--- src/rtl/ram_copy_engine_if.sv ---
// Command and RAM-side bundles for ram_copy_engine.
// FILL/PATTERN exist only when RAM_COPY_FILL_EN is defined.
interface copy_cmd_if #(
`ifdef RAM_COPY_FILL_EN
    parameter int WIDTH    = 32,
`endif
    parameter int ADDRBITS = 12
);
    logic                START;
    logic [ADDRBITS-1:0] SRC;
    logic [ADDRBITS-1:0] DST;
    logic [ADDRBITS:0]   LEN;
    logic                BUSY;
    logic                DONE;
`ifdef RAM_COPY_FILL_EN
    logic                FILL;
    logic [WIDTH-1:0]    PATTERN;

    modport master (output START, SRC, DST, LEN, FILL, PATTERN, input BUSY, DONE);
    modport slave  (input START, SRC, DST, LEN, FILL, PATTERN, output BUSY, DONE);
`else
    modport master (output START, SRC, DST, LEN, input BUSY, DONE);
    modport slave  (input START, SRC, DST, LEN, output BUSY, DONE);
`endif
endinterface

interface copy_ram_if #(
    parameter int WIDTH    = 32,
    parameter int ADDRBITS = 12
);
    logic                EN1;
    logic                WR1;
    logic [ADDRBITS-1:0] ADDR1;
    logic [WIDTH-1:0]    RD_DATA;
    logic                EN2;
    logic                WR2;
    logic [ADDRBITS-1:0] ADDR2;
    logic [WIDTH-1:0]    DIN2;

    modport master (output EN1, WR1, ADDR1, EN2, WR2, ADDR2, DIN2, input RD_DATA);
    modport slave  (input EN1, WR1, ADDR1, EN2, WR2, ADDR2, DIN2, output RD_DATA);
endinterface

--- src/rtl/ram_copy_engine.sv ---
// Block-copy engine driving both ports of a dual-port RAM, one word per clock.
// Optional fill mode (constant PATTERN instead of reads) under RAM_COPY_FILL_EN.
module ram_copy_engine #(
    parameter int WIDTH    = 32,
    parameter int ADDRBITS = 12
) (
    input  logic       CLK,
    input  logic       RST_N,
    copy_cmd_if.slave  cmd,
    copy_ram_if.master ram
);

    // state | meaning
    // IDLE  | waiting for START, BUSY=0
    // RUN   | issuing reads (writes lag one cycle)
    // DRAIN | last write in flight, EN1=0
    typedef enum logic [1:0] {S_IDLE, S_RUN, S_DRAIN} state_t;

    state_t              r_state, w_state_nxt;
    logic                r_busy, w_busy_nxt;
    logic                r_done, w_done_nxt;
    logic                r_slot, w_slot_nxt;
    logic                r_en1, w_en1_nxt;
    logic                r_en2, w_en2_nxt;
    logic [ADDRBITS-1:0] r_addr1, w_addr1_nxt;
    logic [ADDRBITS-1:0] r_addr2, w_addr2_nxt;
    logic [ADDRBITS-1:0] r_dst_ptr, w_dst_ptr_nxt;
    logic [ADDRBITS-1:0] r_cnt, w_cnt_nxt;
    logic                w_accept;
    logic                w_fill_nxt;
    logic [WIDTH-1:0]    w_din2;

`ifdef RAM_COPY_FILL_EN
    logic                r_fill;
    logic [WIDTH-1:0]    r_pattern, w_pattern_nxt;
`endif

    assign w_accept = cmd.START && !r_busy;

    always_comb begin
        w_state_nxt   = r_state;
        w_busy_nxt    = r_busy;
        w_done_nxt    = 1'b0;
        w_slot_nxt    = 1'b0;
        w_addr1_nxt   = r_addr1;
        w_cnt_nxt     = r_cnt;
        // a read slot in this cycle becomes a write slot in the next
        w_en2_nxt     = r_slot;
        w_addr2_nxt   = r_slot ? r_dst_ptr : r_addr2;
        w_dst_ptr_nxt = r_slot ? r_dst_ptr + 1'b1 : r_dst_ptr;
`ifdef RAM_COPY_FILL_EN
        w_fill_nxt    = r_fill;
        w_pattern_nxt = r_pattern;
`else
        w_fill_nxt    = 1'b0;
`endif
        case (r_state)
            S_IDLE: begin
                if (w_accept) begin
                    w_busy_nxt    = 1'b1;
                    w_addr1_nxt   = cmd.SRC;
                    w_dst_ptr_nxt = cmd.DST;
`ifdef RAM_COPY_FILL_EN
                    w_fill_nxt    = cmd.FILL;
                    w_pattern_nxt = cmd.PATTERN;
`endif
                    if (cmd.LEN != '0) begin
                        w_state_nxt = S_RUN;
                        w_slot_nxt  = 1'b1;
                        // full-RAM length has zero low bits and wraps to all ones
                        w_cnt_nxt   = cmd.LEN[ADDRBITS-1:0] - 1'b1;
                    end else begin
                        w_state_nxt = S_DRAIN;
                    end
                end
            end
            S_RUN: begin
                if (r_cnt != '0) begin
                    w_slot_nxt  = 1'b1;
                    w_addr1_nxt = r_addr1 + 1'b1;
                    w_cnt_nxt   = r_cnt - 1'b1;
                end else begin
                    w_state_nxt = S_DRAIN;
                end
            end
            S_DRAIN: begin
                w_state_nxt = S_IDLE;
                w_busy_nxt  = 1'b0;
                w_done_nxt  = 1'b1;
            end
            default: begin
                w_state_nxt = S_IDLE;
                w_busy_nxt  = 1'b0;
            end
        endcase
        w_en1_nxt = w_slot_nxt && !w_fill_nxt;
    end

    always_ff @(posedge CLK) begin
        if (!RST_N) begin
            r_state   <= S_IDLE;
            r_busy    <= 1'b0;
            r_done    <= 1'b0;
            r_slot    <= 1'b0;
            r_en1     <= 1'b0;
            r_en2     <= 1'b0;
            r_addr1   <= '0;
            r_addr2   <= '0;
            r_dst_ptr <= '0;
            r_cnt     <= '0;
`ifdef RAM_COPY_FILL_EN
            r_fill    <= 1'b0;
            r_pattern <= '0;
`endif
        end else begin
            r_state   <= w_state_nxt;
            r_busy    <= w_busy_nxt;
            r_done    <= w_done_nxt;
            r_slot    <= w_slot_nxt;
            r_en1     <= w_en1_nxt;
            r_en2     <= w_en2_nxt;
            r_addr1   <= w_addr1_nxt;
            r_addr2   <= w_addr2_nxt;
            r_dst_ptr <= w_dst_ptr_nxt;
            r_cnt     <= w_cnt_nxt;
`ifdef RAM_COPY_FILL_EN
            r_fill    <= w_fill_nxt;
            r_pattern <= w_pattern_nxt;
`endif
        end
    end

`ifdef RAM_COPY_FILL_EN
    assign w_din2 = !r_en2 ? '0 : (r_fill ? r_pattern : ram.RD_DATA);
`else
    assign w_din2 = r_en2 ? ram.RD_DATA : '0;
`endif

    assign cmd.BUSY  = r_busy;
    assign cmd.DONE  = r_done;
    assign ram.EN1   = r_en1;
    assign ram.WR1   = 1'b0;
    assign ram.ADDR1 = r_addr1;
    assign ram.EN2   = r_en2;
    assign ram.WR2   = r_en2;
    assign ram.ADDR2 = r_addr2;
    assign ram.DIN2  = w_din2;

endmodule

--- src/flat_wrapper.sv ---
// flat-port wrapper written by rule: the top's interface ports become plain ports
module ram_copy_engine_flat 
#(
    parameter int WIDTH    = 32,
    parameter int ADDRBITS = 12
)
  (CLK, RST_N, cmd_START, cmd_SRC, cmd_DST, cmd_LEN, cmd_BUSY, cmd_DONE, ram_EN1, ram_WR1, ram_ADDR1, ram_EN2, ram_WR2, ram_ADDR2, ram_DIN2, ram_RD_DATA);
  copy_cmd_if #(.ADDRBITS(ADDRBITS)) cmd_i ();
  copy_ram_if #(.WIDTH(WIDTH), .ADDRBITS(ADDRBITS)) ram_i ();
  input  logic CLK;
  input  logic RST_N;
  input wire logic [$bits(cmd_i.START)-1:0] cmd_START;
  input wire logic [$bits(cmd_i.SRC)-1:0] cmd_SRC;
  input wire logic [$bits(cmd_i.DST)-1:0] cmd_DST;
  input wire logic [$bits(cmd_i.LEN)-1:0] cmd_LEN;
  output wire logic [$bits(cmd_i.BUSY)-1:0] cmd_BUSY;
  output wire logic [$bits(cmd_i.DONE)-1:0] cmd_DONE;
  output wire logic [$bits(ram_i.EN1)-1:0] ram_EN1;
  output wire logic [$bits(ram_i.WR1)-1:0] ram_WR1;
  output wire logic [$bits(ram_i.ADDR1)-1:0] ram_ADDR1;
  output wire logic [$bits(ram_i.EN2)-1:0] ram_EN2;
  output wire logic [$bits(ram_i.WR2)-1:0] ram_WR2;
  output wire logic [$bits(ram_i.ADDR2)-1:0] ram_ADDR2;
  output wire logic [$bits(ram_i.DIN2)-1:0] ram_DIN2;
  input wire logic [$bits(ram_i.RD_DATA)-1:0] ram_RD_DATA;
  assign cmd_i.START = cmd_START;
  assign cmd_i.SRC = cmd_SRC;
  assign cmd_i.DST = cmd_DST;
  assign cmd_i.LEN = cmd_LEN;
  assign cmd_BUSY = cmd_i.BUSY;
  assign cmd_DONE = cmd_i.DONE;
  assign ram_EN1 = ram_i.EN1;
  assign ram_WR1 = ram_i.WR1;
  assign ram_ADDR1 = ram_i.ADDR1;
  assign ram_EN2 = ram_i.EN2;
  assign ram_WR2 = ram_i.WR2;
  assign ram_ADDR2 = ram_i.ADDR2;
  assign ram_DIN2 = ram_i.DIN2;
  assign ram_i.RD_DATA = ram_RD_DATA;
  ram_copy_engine #(.WIDTH(WIDTH), .ADDRBITS(ADDRBITS)) u_core (.CLK(CLK), .RST_N(RST_N), .cmd(cmd_i), .ram(ram_i));
endmodule
--- config.mk ---
export PLATFORM = sky130hd
export DESIGN_NAME = ram_copy_engine_flat
export DESIGN_NICKNAME = d
export VERILOG_FILES = /design/src/rtl/ram_copy_engine_if.sv /design/src/rtl/ram_copy_engine.sv /design/src/flat_wrapper.sv
export SDC_FILE = /design/constraint.sdc
export NUM_CORES = 1
export LEC_CHECK = 0
export BUFFER_PORTS_ARGS = -buffer_cell sky130_fd_sc_hd__clkbuf_2
export CORE_ASPECT_RATIO = 0.9
export CORE_MARGIN = 5
export CORE_UTILIZATION = 30
export DETAILED_ROUTE_END_ITERATION = 10
export GPL_TIMING_DRIVEN = 0
export SLEW_MARGIN = 20
export SYNTH_ARGS = -nofsm -noshare
export SYNTH_HDL_FRONTEND = slang
export SYNTH_SLANG_ARGS = --single-unit
--- constraint.sdc ---
create_clock -name CLK -period 3.6 [get_ports CLK]
set_clock_uncertainty 0.1 [all_clocks]
set_input_delay 0.36 -clock CLK [delete_from_list [all_inputs] [get_ports CLK]]
set_output_delay 0.36 -clock CLK [all_outputs]
set_load 0.03 [all_outputs]
Word level (Yosys, flattened, before mapping)
Cells that the tools add are included.
{"block": "totals", "romBits": 0, "output_inout_bits": 62, "regBits": 54, "latch_bits": 0, "input_bits": 72, "memories": 0, "mem_bits_rw": 0, "wordCells": 52}
{"block": "op_classes", "n_div": 0, "mul": 0, "n_shift": 0, "reduce_logical": 10, "order_cmp": 0, "bitwise": 1, "eq_ne": 6, "mux": 22, "addsub": 4}
{"operator": "12-bit two-way mux", "n": 8}
{"operator": "12-bit case mux with 2 select lines", "n": 2}
{"operator": "32-bit two-way mux", "n": 1}
{"operator": "12-bit by 1-bit adder with 12-bit output, second input constant", "n": 2}
{"operator": "12-bit by 1-bit subtractor with 12-bit output, second input constant", "n": 2}
{"operator": "13-bit nonzero test", "n": 1}
{"operator": "12-bit nonzero test", "n": 1}
{"operator": "2-bit two-way mux", "n": 3}
{"operator": "2-bit by 1-bit inequality test with 1-bit output, second input constant", "n": 3}
{"operator": "1-bit two-way mux", "n": 5}
{"operator": "1-bit case mux with 2 select lines", "n": 2}
{"operator": "2-bit case mux with 2 select lines", "n": 1}
{"operator": "2-bit AND reduction", "n": 2}
{"operator": "4-bit AND reduction", "n": 1}
{"operator": "3-bit AND reduction", "n": 1}
{"operator": "2-bit by 1-bit equality test with 1-bit output, second input constant", "n": 1}
{"operator": "2-bit equality test, second input constant", "n": 1}
{"operator": "2-bit logical NOT", "n": 1}
{"operator": "2-bit inequality test, second input constant", "n": 1}
{"operator": "2-bit nonzero test", "n": 1}
{"operator": "1-bit logical AND", "n": 1}
{"operator": "1-bit logical NOT", "n": 1}
{"operator": "1-bit NOT", "n": 1}

Logic depth before layout (Yosys ltp)
Gate-level depths: netlist (run 1).
{"block": "depth", "word_depth": 4, "depth_mapped": 12, "mapped_depth_nobuf": 7}

Least setup slack after synthesis (run 1)
No wires, ideal clock.
{"block": "synth_path", "path_kind": "reg-to-reg", "startpoint": "reg u_core.r_state[1]", "endpoint": "reg u_core.r_cnt[10]", "t_arrival_ns": 3.260, "stages_incl_launch_ff": 13, "slack_ns": 0.110, "cell_sequence": "dfxtp_1 buf_6 nand2b_4 clkbuf_1 clkbuf_1 clkbuf_1 mux2i_1 ha_1 or4b_1 buf_2 or4_1 a2111oi_2 a211oi_1"}
{"block": "synth_via", "elab_chain_cells": 3, "word_cells_on_any_way": 8}
{"element": "from (decl)", "line": "ram_copy_engine.sv:19", "source": "state_t r_state, w_state_nxt;"}
{"element": "from (signal assigned)", "line": "ram_copy_engine.sv:116", "source": "r_state <= w_state_nxt;"}
{"element": "2-bit by 1-bit equality test with 1-bit output / 2-bit logical NOT (equally long branches)", "line": "ram_copy_engine.sv:57", "source": "case (r_state)"}
{"element": "2-bit by 1-bit inequality test with 1-bit output (no line) / 2-bit nonzero test (equally long branches)"}
{"element": "4-bit AND reduction (no line)"}
{"element": "to (signal assigned)", "line": "ram_copy_engine.sv:125", "source": "r_cnt <= w_cnt_nxt;"}
{"element": "to (decl)", "line": "ram_copy_engine.sv:28", "source": "logic [ADDRBITS-1:0] r_cnt, w_cnt_nxt;"}
Parallel ways exist; a longest one is shown, timed or not.
A chain may end at the register's enable or synchronous reset.

Final worst setup path (run 1)
Same ends and word-level chain as after synthesis.

==> flow_metrics.py, run 1 <==
metrics = {
    "power_and_ir_drop": {
        "intPower_mw": 1.20,
        "combinationalPowerShare_pct": 36.2,
        "p_leak_nw": 1.82,
        "swShare_pct": 39.2,
        "power.switching_mw": 0.776,
        "seqPwrFrac_pct": 38.9,
        "cellPowerDensity_nw_per_um2": 485,
        "ir_worst_vdd_mv": 0.210,
        "clock_power_share_pct": 24.9,
    },
    "clock_tree": {
        "holdBufCountCts": 0,
        "clock_sinks": 54,
        "cts_made_buffers": 5,
        "htreeDepth": 2,
        "clock_latency_ns": 0.29,
        "clock_path_buffers": 2,
        "cts_tree": "yes",
        "root_buffer": "clkbuf_16",
        "clkTransAtPathRegs_ns": 0.07,
        "postCtsSetupRepairBufs": 0,
        "cts-resized-gates": 2,
    },
    "finish": {
        "drive_gt1_share_pct": 28.2,
        "fin_nets": 613,
        "syn2layout_area_growth_pct": 31.5,
        "design_area_um2": 4080,
        "n_antenna_cell": 0,
    },
    "logic_synthesis": {
        "synth.yosys.warnings": 0,
        "synthCells": 400,
        "synth_area_leaders": "dfxtp_1 35%, and2_1 7.9%, nor2_1 7.4%, mux2i_1 6.1%, a21oi_1 4.2%",
        "synth_common_cells": "61 x nor2_1, 54 x dfxtp_1, 39 x and2_1, 31 x nand2_1, 26 x a21oi_1",
        "syn_area_per_cell_um2": 7.74,
        "ys_seq_elements": 54,
        "synth_fa_ha_area_share_pct": 1.21,
        "synth_compound_area_share_pct": 18.3,
        "synthFlopType": "dfxtp_1",
        "yosysUniqueCellTypes": 54,
        "ys_async_sr_fraction_pct": 0,
        "synth-seq-area-share_pct": 34.9,
        "synthMuxAreaShare_pct": 6.87,
        "yosys.area.top_type": "dfxtp_1",
        "synth_top_area_share_pct": 34.9,
        "synth-edff-count": 0,
        "synth_top_family_by_area": "simple AND/OR/NAND/NOR gates",
        "synth_area_um2": 3100,
        "synth-simple-area-share_pct": 31.1,
        "synth_nets": 475,
        "synth.most_common_cell": "nor2_1",
        "synth_xor_area_share_pct": 3.11,
    },
    "route": {
        "vias_per_cell": 5.12,
        "drc_errors": 0,
        "ant_nets": 0,
        "first_pass_iters": 4,
        "drtIter0Drc": 147,
        "finalWirelength_um": 9780,
        "vias": 3420,
        "wl_per_cell_um": 14.6,
    },
    "floorplanning": {
        "io_pins": 134,
        "core_um2": 10200,
        "dieArea_um2": 12500,
        "num_rows": 35,
        "die_w_um": 117,
        "die_y_um": 106,
        "start_util_pct": 30.5,
    },
    "min_path": {
        "min_path_type": "in2reg",
        "min_from": "cmd_SRC[1]",
        "hold_end": "u_core.ram.ADDR1[1]",
        "holdPathStages": 3,
    },
    "timing": {
        "slew_headroom_pct": 53.9,
        "finalCriticalPeriod_ns": 3.41,
        "rsz0062_at_grt": "no",
        "slew_violations": 0,
        "final.period_utilization_pct": 94.6,
        "finalWorstSetupSlack_ns": 0.193,
        "max_slew.worst_pin.slew_ns": 0.688,
        "finalHoldViolations": 0,
        "timing.fmax_mhz": 294,
        "finalSetupViolCount": 0,
    },
    "global_routing": {
        "grtUsageMet2_pct": 23.6,
        "grt_pass1_wl_um": 15200,
        "antenna_found_initial": 0,
        "grt.busiest_layer": "met2",
        "first_global_vias": 3117,
        "overflow": 0,
        "grt_usage_pct": 15.0,
        "grtUsageMet3_pct": 2.68,
        "gr-usage-met1_pct": 21.1,
        "grt_max_degree": 18,
    },
    "worst_setup_path": {
        "r2r_end": "u_core.r_cnt[10]",
        "r2r_start": "u_core.r_state[1]",
        "cp.arrival_ns": 3.48,
        "critPathMaxFanout": 12,
        "crit_chain": "buf_6, nand2b_4, clkbuf_4, clkbuf_4, mux2i_1, ha_1, or4b_1, buf_2, or4_1, a2111oi_2, a211oi_1",
        "crit_top_cell": "clkbuf_4",
        "r2r_slack_ns": 0.19,
        "setup.worst_path.class": "reg2reg",
        "crit_path_end_kind": "register",
        "critical_path.slowest_cell": "or4b_1",
        "slowest_delay_ns": 0.44,
        "cp.required_ns": 3.68,
        "cp-start-kind": "register",
        "reg2reg_depth": 11,
    },
    "placed_design": {
        "preCtsSetupSlack_ns": -0.610,
        "post-dp-hpwl_um": 7550,
        "globalplace.congestion": 0.857,
        "port_buffers": 132,
        "placed_area_um2": 3920,
    },
    "job": {
        "cap_violations": 0,
    },
    "outcome": {
        "outcome": "finished clean",
    },
}
-- cell families after synthesis --
logic type,after synthesis
AO/OA/AOI/OAI,88
XOR/XNOR,11
adder cells (fa/ha/maj),3
buffers and inverters,31
flip-flops,54
multiplexers,21
other,1
AND/OR/NAND/NOR,191
-- state kept, by name, summed over array words and instances, names as in the netlist --
| name | count |
|---|---|
| u_core.cmd.BUSY | 1 |
| u_core.cmd.DONE | 1 |
| u_core.r_cnt | 12 |
| u_core.r_dst_ptr | 12 |
| u_core.r_slot | 1 |
| u_core.r_state | 2 |
| u_core.ram.ADDR1 | 12 |
| u_core.ram.ADDR2 | 12 |
| u_core.ram.EN2 | 1 |
-- worst max-delay path: cells and delay by family (launching register included) --
family,cells,cell delay [ns]
DFF,1,0.33
adders and majority gates,1,0.26
muxes,1,0.21
AOI/OAI and AO/OA,2,0.46
and+or+nand+nor,3,1.09
buffers and inverters,4,0.83
-- metal layers --
metal  vias up  wire (um)  share of wire [%]
met4         0         81               0.83
met1      1574       4340                 44
met5         -          0                  0
li1       1692          -                  -
met2       147       4440                 45
met3         7        914                9.4
-- power groups by stage --
stage	Combinational, mW	Clock, mW	Sequential (mW)
detailed placement	0.712	0	0.782
global route	0.790	0.530	0.785
global placement	0.703	0	0.778
CTS	0.715	0.511	0.769
floorplan	0.428	0	0.833
finish	0.715	0.493	0.769
-- worst max path at each step --
stage	slack, ns	cells after the start	startpoint	to
floorplan	0.11	12	u_core.r_state[1]	u_core.r_cnt[10]
global placement	-0.52	12	u_core.r_state[1]	u_core.r_cnt[10]
detailed placement	-0.61	12	u_core.r_state[1]	u_core.r_cnt[10]
CTS	0.09	11	u_core.r_state[1]	u_core.r_cnt[10]
global route	0.04	10	u_core.r_state[1]	u_core.r_cnt[10]
finish	0.19	11	u_core.r_state[1]	u_core.r_cnt[10]
-- layout by cell type (no fill, tap or decap), drive strengths merged, types with 4 or more instances in the layout --
cell	n
a211oi	15
a21oi	26
a22oi	4
and2	39
and3	9
buf	7
clkbuf	158
dfxtp	54
mux2i	19
nand2	31
nand3	11
nand4	6
nor2	61
nor3	11
nor4	6
o21ai	21
xor2	8
-- area by class of cell --
cell class / count / area (um2)
Buffer: 27 / 129
Clock buffer: 6 / 129
Clock inverter: 2 / 17.5
Fill cell: 1092 / 6080
Inverter: 3 / 11.3
Multi-Input combinational cell: 315 / 1890
Sequential cell: 54 / 1080
Tap cell: 129 / 161
Timing Repair Buffer: 132 / 661
-- per-stage QoR --
stage          power (mW)  TNS [ns]  hold slack (ns)  util (%)  std cells
2_1_floorplan        1.26         0            0.343         -        400
3_3_place_gp         1.48    -0.639            0.362      38.6        661
3_5_place_dp         1.49    -0.800            0.369      38.6        661
4_1_cts              1.99         0            0.210      40.0        668
5_1_grt              2.11         0            0.232      40.1        668
6_report             1.98         0            0.217      40.1        668
(Power assumes the default switching activity.)
==> inputs of run 2 (changes only) <==
--- a/config.mk
+++ b/config.mk
@@ -11,6 +11,7 @@
 export CORE_UTILIZATION = 30
 export DETAILED_ROUTE_END_ITERATION = 10
 export GPL_TIMING_DRIVEN = 0
+export PLACE_DENSITY = 0.57
 export SLEW_MARGIN = 20
 export SYNTH_ARGS = -nofsm -noshare
 export SYNTH_HDL_FRONTEND = slang
==> run 2 against run 1 <==
Net effect: non-clock buffer count stayed put; critical path depth stayed put; highest routed layer unchanged; via count is 1.1% lower; global-route usage is 0.30 points higher; die area stayed put.
==> flow_metrics.py, run 2 (synthesis gave the netlist of run 1 again) <==
metrics = {
    "outcome": {
        "outcome": "finished clean",
    },
    "timing": {
        "rsz0062_at_grt": "no",
        "finalHoldViolations": 0,
        "slew_violations": 0,
        "timing.fmax_mhz": 297,
        "hold_slack_ns": 0.220,
        "finalWorstSetupSlack_ns": 0.238,
        "finalCriticalPeriod_ns": 3.36,
        "max_slew.worst_pin.slew_ns": 1.04,
        "finalSetupViolCount": 0,
        "slew_headroom_pct": 30.0,
        "final.period_utilization_pct": 93.4,
        "setup_tns_ns": 0,
    },
    "route": {
        "wl_per_cell_um": 14.5,
        "drtIter0Drc": 122,
        "vias_per_cell": 5.06,
        "first_pass_iters": 4,
        "vias": 3381,
        "ant_nets": 0,
        "finalWirelength_um": 9690,
        "drc_errors": 0,
    },
    "worst_setup_path": {
        "slowest_delay_ns": 0.44,
        "setup.worst_path.class": "reg2reg",
        "crit_family": "simple AND/OR/NAND/NOR gates",
        "cp-start-kind": "register",
        "critPathMaxFanout": 12,
        "r2r_start": "u_core.r_state[1]",
        "r2r_end": "u_core.r_cnt[10]",
        "cp.required_ns": 3.67,
        "crit_path_end_kind": "register",
        "reg2reg_depth": 11,
        "r2r_slack_ns": 0.24,
        "critPathBufInv": 4,
        "cp.arrival_ns": 3.43,
        "crit_chain": "buf_6, nand2b_4, buf_4, clkbuf_4, mux2i_1, ha_1, or4b_1, buf_2, or4_1, a2111oi_2, a211oi_1",
        "critical_path.slowest_cell": "or4b_1",
    },
    "floorplanning": {
        "core_um2": 10200,
        "num_rows": 35,
        "dieArea_um2": 12500,
        "die_w_um": 117,
        "die_y_um": 106,
        "start_util_pct": 30.5,
        "io_pins": 134,
    },
    "clock_tree": {
        "clock_latency_ns": 0.29,
        "postCtsSetupRepairBufs": 0,
        "cts_made_buffers": 5,
        "htreeDepth": 2,
        "clock_sinks": 54,
        "cts_tree": "yes",
        "holdBufCountCts": 0,
        "clkTransAtPathRegs_ns": 0.07,
        "root_buffer": "clkbuf_16",
        "clock_path_buffers": 2,
    },
    "finish": {
        "final_cell_mix": "133 x clkbuf_2, 61 x nor2_1, 54 x dfxtp_1, 39 x and2_1, 31 x nand2_1",
        "fin_cells": 668,
        "post-route-util_pct": 40.2,
        "design_area_um2": 4080,
        "n_antenna_cell": 0,
        "syn2layout_area_growth_pct": 31.7,
        "fin_nets": 613,
        "drive_gt1_share_pct": 28.4,
        "final_common_cell": "clkbuf_2",
    },
    "global_routing": {
        "grt_max_degree": 18,
        "first_global_vias": 3213,
        "overflow": 0,
        "antenna_found_initial": 0,
        "grt_pass1_wl_um": 15500,
        "grt_usage_pct": 15.3,
    },
    "power_and_ir_drop": {
        "seqPwrFrac_pct": 38.5,
        "power.switching_mw": 0.772,
        "combinationalPowerShare_pct": 35.8,
        "ir_worst_vdd_mv": 0.190,
        "p_total_mw": 1.99,
        "cellPowerDensity_nw_per_um2": 488,
        "p_leak_nw": 1.82,
        "intPower_mw": 1.22,
        "clock_power_share_pct": 25.7,
        "swShare_pct": 38.8,
    },
    "min_path": {
        "holdPathStages": 3,
        "hold_end": "u_core.r_dst_ptr[11]",
        "min_path_type": "in2reg",
        "min_from": "cmd_DST[11]",
    },
    "placed_design": {
        "post-dp-hpwl_um": 7620,
        "port_buffers": 132,
        "preCtsSetupSlack_ns": -0.620,
        "placed_area_um2": 3920,
        "dp.cells": 661,
        "globalplace.congestion": 0.830,
    },
    "job": {
        "cap_violations": 0,
    },
}
-- run 2: worst max path at each step --
stage,from,end,slack (ns),depth (start not counted)
2_1_floorplan,u_core.r_state[1],u_core.r_cnt[10],0.11,12
3_3_place_gp,u_core.r_state[1],u_core.r_cnt[10],-0.54,12
3_5_place_dp,u_core.r_state[1],u_core.r_cnt[10],-0.62,12
4_1_cts,u_core.r_state[1],u_core.r_cnt[10],0.09,11
5_1_grt,u_core.r_state[1],u_core.r_cnt[10],0.03,11
6_report,u_core.r_state[1],u_core.r_cnt[10],0.24,11
-- run 2: final cells by class --
class                           count  area (um2)
Timing Repair Buffer              132         661
Multi-Input combinational cell    315        1880
Clock inverter                      2        16.3
Fill cell                        1060        6080
Tap cell                          129         161
Buffer                             27         130
Inverter                            3        11.3
Sequential cell                    54        1080
Clock buffer                        6         139
-- run 2: what timing repair did --
item | in CTS | in global routing
gates resized for setup | 2 | 6
setup endpoints to repair | 2 | 1
endpoints found under the hold margin | 0 | 0
-- run 2: layer usage --
metal / global-route usage (%) / routed length (um) / up-vias
li1: - / - / 1692
met1: 20.7 / 4310 / 1538
met3: 2.62 / 894 / 6
met4: 3.77 / 72 / 0
met5: 0 / 0 / -
met2: 25.2 / 4410 / 145
-- run 2: worst register-to-register path: stages, from the launching register on --
cell and delay [ns]:
dfxtp_1 0.33, buf_6 0.12, nand2b_4 0.22, buf_4 0.23, clkbuf_4 0.25, mux2i_1 0.22, ha_1 0.27, or4b_1 0.44
buf_2 0.18, or4_1 0.43, a2111oi_2 0.39, a211oi_1 0.07
-- run 2: power groups by stage --
| stage | Combinational, mW | Clock, mW | Sequential, mW |
|---|---|---|---|
| 6_report | 0.714 | 0.512 | 0.766 |
| 5_1_grt | 0.789 | 0.557 | 0.782 |
| 4_1_cts | 0.713 | 0.528 | 0.766 |
| 3_5_place_dp | 0.711 | 0 | 0.780 |
| 3_3_place_gp | 0.704 | 0 | 0.778 |
| 2_1_floorplan | 0.428 | 0 | 0.833 |
==> inputs of run 3 (changes only) <==
--- a/config.mk
+++ b/config.mk
@@ -5,13 +5,14 @@
 export SDC_FILE = /design/constraint.sdc
 export NUM_CORES = 1
 export LEC_CHECK = 0
+export ABC_AREA = 1
 export BUFFER_PORTS_ARGS = -buffer_cell sky130_fd_sc_hd__clkbuf_2
 export CORE_ASPECT_RATIO = 0.9
 export CORE_MARGIN = 5
 export CORE_UTILIZATION = 30
 export DETAILED_ROUTE_END_ITERATION = 10
 export GPL_TIMING_DRIVEN = 0
-export PLACE_DENSITY = 0.57
+export PLACE_DENSITY = 0.56
 export SLEW_MARGIN = 20
 export SYNTH_ARGS = -nofsm -noshare
 export SYNTH_HDL_FRONTEND = slang
==> run 3 against run 2 <==
Net effect: sequential share of layout area down 0.98 points; hold slack worse by 0.019 ns; die area up 4.8%; non-clock buffer count down 4; fmax up 66%; highest routed layer unchanged; final cell count up 21%; clock-buffer cell count down 1; first-iteration DRC count up 61%.
==> flow_metrics.py, run 3 <==
metrics = {
    "logic_synthesis": {
        "synthFlopType": "dfxtp_1",
        "syn_area_per_cell_um2": 6.05,
        "synth_area_um2": 3260,
        "synth_common_cells": "155 x nand2_1, 82 x inv_1, 65 x nor2_1, 54 x dfxtp_1, 43 x o21ai_0",
        "synth_top_area_share_pct": 33.2,
        "ys_async_sr_fraction_pct": 0,
        "yosysUniqueCellTypes": 33,
        "yosys.area.top_type": "dfxtp_1",
        "synth_area_leaders": "dfxtp_1 33%, nand2_1 18%, inv_1 9.4%, nor2_1 7.5%, o21ai_0 6.6%",
        "synth-edff-count": 0,
        "synth.yosys.warnings": 0,
        "synth-seq-area-share_pct": 33.2,
        "synth_nets": 614,
        "synthCells": 539,
        "synth.most_common_cell": "nand2_1",
        "ys_seq_elements": 54,
    },
    "clock_tree": {
        "postCtsSetupRepairBufs": 0,
        "root_buffer": "clkbuf_16",
        "cts_made_buffers": 5,
        "cts-resized-gates": 0,
        "clock_path_buffers": 2,
        "clock_latency_ns": 0.30,
        "clock_sinks": 54,
        "htreeDepth": 2,
        "cts_tree": "yes",
        "holdBufCountCts": 0,
        "clkTransAtPathRegs_ns": 0.08,
    },
    "finish": {
        "n_antenna_cell": 0,
        "multiInputGateArea_um2": 1750,
        "n_fill_cell": 1201,
        "fin_nets": 752,
        "drive_gt1_share_pct": 23.2,
        "syn2layout_area_growth_pct": 29.9,
        "post-route-util_pct": 39.5,
        "final_cell_mix": "155 x nand2_1, 131 x clkbuf_2, 82 x inv_1, 65 x nor2_1, 54 x dfxtp_1",
        "final_common_cell": "nand2_1",
        "fin_cells": 811,
        "ff_latch_area_um2": 1080,
    },
    "min_path": {
        "min_from": "cmd_DST[10]",
        "min_path_type": "in2reg",
        "hold_end": "u_core.r_dst_ptr[10]",
        "holdPathStages": 3,
    },
    "route": {
        "met1_length_um": 4890,
        "drc_errors": 0,
        "vias_per_cell": 4.57,
        "vias": 3708,
        "finalWirelength_um": 10300,
        "ant_nets": 0,
        "drtIter0Drc": 196,
        "top_layer": "met4",
        "wl_per_cell_um": 12.7,
        "dr_wl_met3_um": 586,
        "met2_length_um": 4700,
        "first_pass_iters": 5,
    },
    "floorplanning": {
        "core_um2": 10700,
        "die_w_um": 120,
        "dieArea_um2": 13100,
        "die_y_um": 109,
        "start_util_pct": 30.4,
        "io_pins": 134,
        "num_rows": 36,
    },
    "worst_setup_path": {
        "setup.worst_path.class": "reg2reg",
        "critPathMaxFanout": 10,
        "r2r_slack_ns": 1.57,
        "r2r_end": "u_core.r_cnt[6]",
        "r2r_start": "u_core.r_state[0]",
        "cp.required_ns": 3.74,
        "crit_path_end_kind": "register",
        "cp-start-kind": "register",
        "cp.arrival_ns": 2.16,
        "reg2reg_depth": 11,
    },
    "timing": {
        "slew_violations": 0,
        "max_slew.worst_pin.slew_ns": 0.638,
        "finalCriticalPeriod_ns": 2.03,
        "setup_tns_ns": 0,
        "finalSetupViolCount": 0,
        "rsz0062_at_grt": "no",
        "slew_headroom_pct": 57.4,
        "finalHoldViolations": 0,
        "timing.fmax_mhz": 494,
        "final.period_utilization_pct": 56.3,
    },
    "power_and_ir_drop": {
        "intPower_mw": 1.20,
        "power.switching_mw": 0.815,
        "clock_power_share_pct": 25.1,
        "swShare_pct": 40.5,
        "seqPwrFrac_pct": 38.8,
        "cellPowerDensity_nw_per_um2": 475,
        "p_total_mw": 2.01,
        "p_leak_nw": 2.41,
        "combinationalPowerShare_pct": 36.1,
        "ir_worst_vdd_mv": 0.251,
    },
    "placed_design": {
        "port_buffers": 131,
        "dp.cells": 803,
        "post-dp-hpwl_um": 8130,
        "globalplace.congestion": 0.882,
    },
    "global_routing": {
        "grt_pass1_wl_um": 16100,
        "overflow": 0,
        "grt_max_degree": 20,
        "antenna_found_initial": 0,
        "first_global_vias": 3444,
        "grt_usage_pct": 14.9,
    },
    "outcome": {
        "outcome": "finished clean",
    },
    "job": {
        "cap_violations": 0,
    },
}
## run 3: layer usage
metal,track usage (%),up-vias
met5,0,-
met4,3.60,0
met3,2.90,6
met2,24.9,93
met1,20.0,1662
li1,-,1947
## run 3: per-stage QoR
stage          cell area, um2  hold slack [ns]  setup slack, ns
3_5_place_dp             4080            0.357             1.60
4_1_cts                  4240            0.204             1.59
5_1_grt                  4240            0.215             1.39
3_3_place_gp             4080            0.350             1.63
2_1_floorplan            3260            0.342             1.77
6_report                 4240            0.201             1.57
## run 3: kinds of logic (layout without fill, tap and decap cells)
family,after synthesis,count (layout),synth area share [%]
AND/OR/NAND/NOR,272,272,34.5
multiplexers,1,1,0.307
adder cells (fa/ha/maj),3,3,1.15
buffers and inverters,108,247,13.3
flip-flops,54,54,33.2
XOR/XNOR,12,12,3.22
AO/OA/AOI/OAI,88,88,14.3
other,1,1,0.115
## run 3: worst max-delay path by stage
stage / startpoint / endpoint / slack (ns) / depth (start not counted)
floorplan: u_core.ram.ADDR1[0] / u_core.ram.ADDR1[10] / 1.77 / 7
global placement: u_core.r_state[0] / u_core.r_cnt[6] / 1.63 / 11
detailed placement: u_core.r_state[0] / u_core.r_cnt[6] / 1.60 / 11
CTS: u_core.r_state[0] / u_core.r_cnt[6] / 1.59 / 11
global route: u_core.r_state[0] / u_core.r_cnt[10] / 1.39 / 12
finish: u_core.r_state[0] / u_core.r_cnt[6] / 1.57 / 11
## run 3: worst max-delay path: stages, from the launching register on
cell,delay [ns]
dfxtp_1,0.31
buf_4,0.17
inv_1,0.08
nor2_4,0.20
nand2_1,0.07
nand2_1,0.12
ha_1,0.20
nand3_1,0.20
nor2_2,0.21
xor2_1,0.18
nor2_1,0.06
nor2_1,0.08
## run 3: area by class of cell
| class | instances | area share, % |
|---|---|---|
| Sequential cell | 54 | 25.5 |
| Tap cell | 133 | 3.93 |
| Multi-Input combinational cell | 377 | 41.2 |
| Timing Repair Buffer | 131 | 15.5 |
| Clock buffer | 5 | 2.95 |
| Clock inverter | 3 | 0.679 |
| Inverter | 84 | 7.44 |
| Buffer | 24 | 2.78 |
## run 3: power by group through the flow
stage | combinational (mW) | sequential, mW | clock, mW
after floorplan | 0.430 | 0.857 | 0
after global placement | 0.720 | 0.790 | 0
after detailed placement | 0.725 | 0.793 | 0
after CTS | 0.728 | 0.779 | 0.516
after global routing | 0.809 | 0.795 | 0.534
final | 0.725 | 0.781 | 0.505
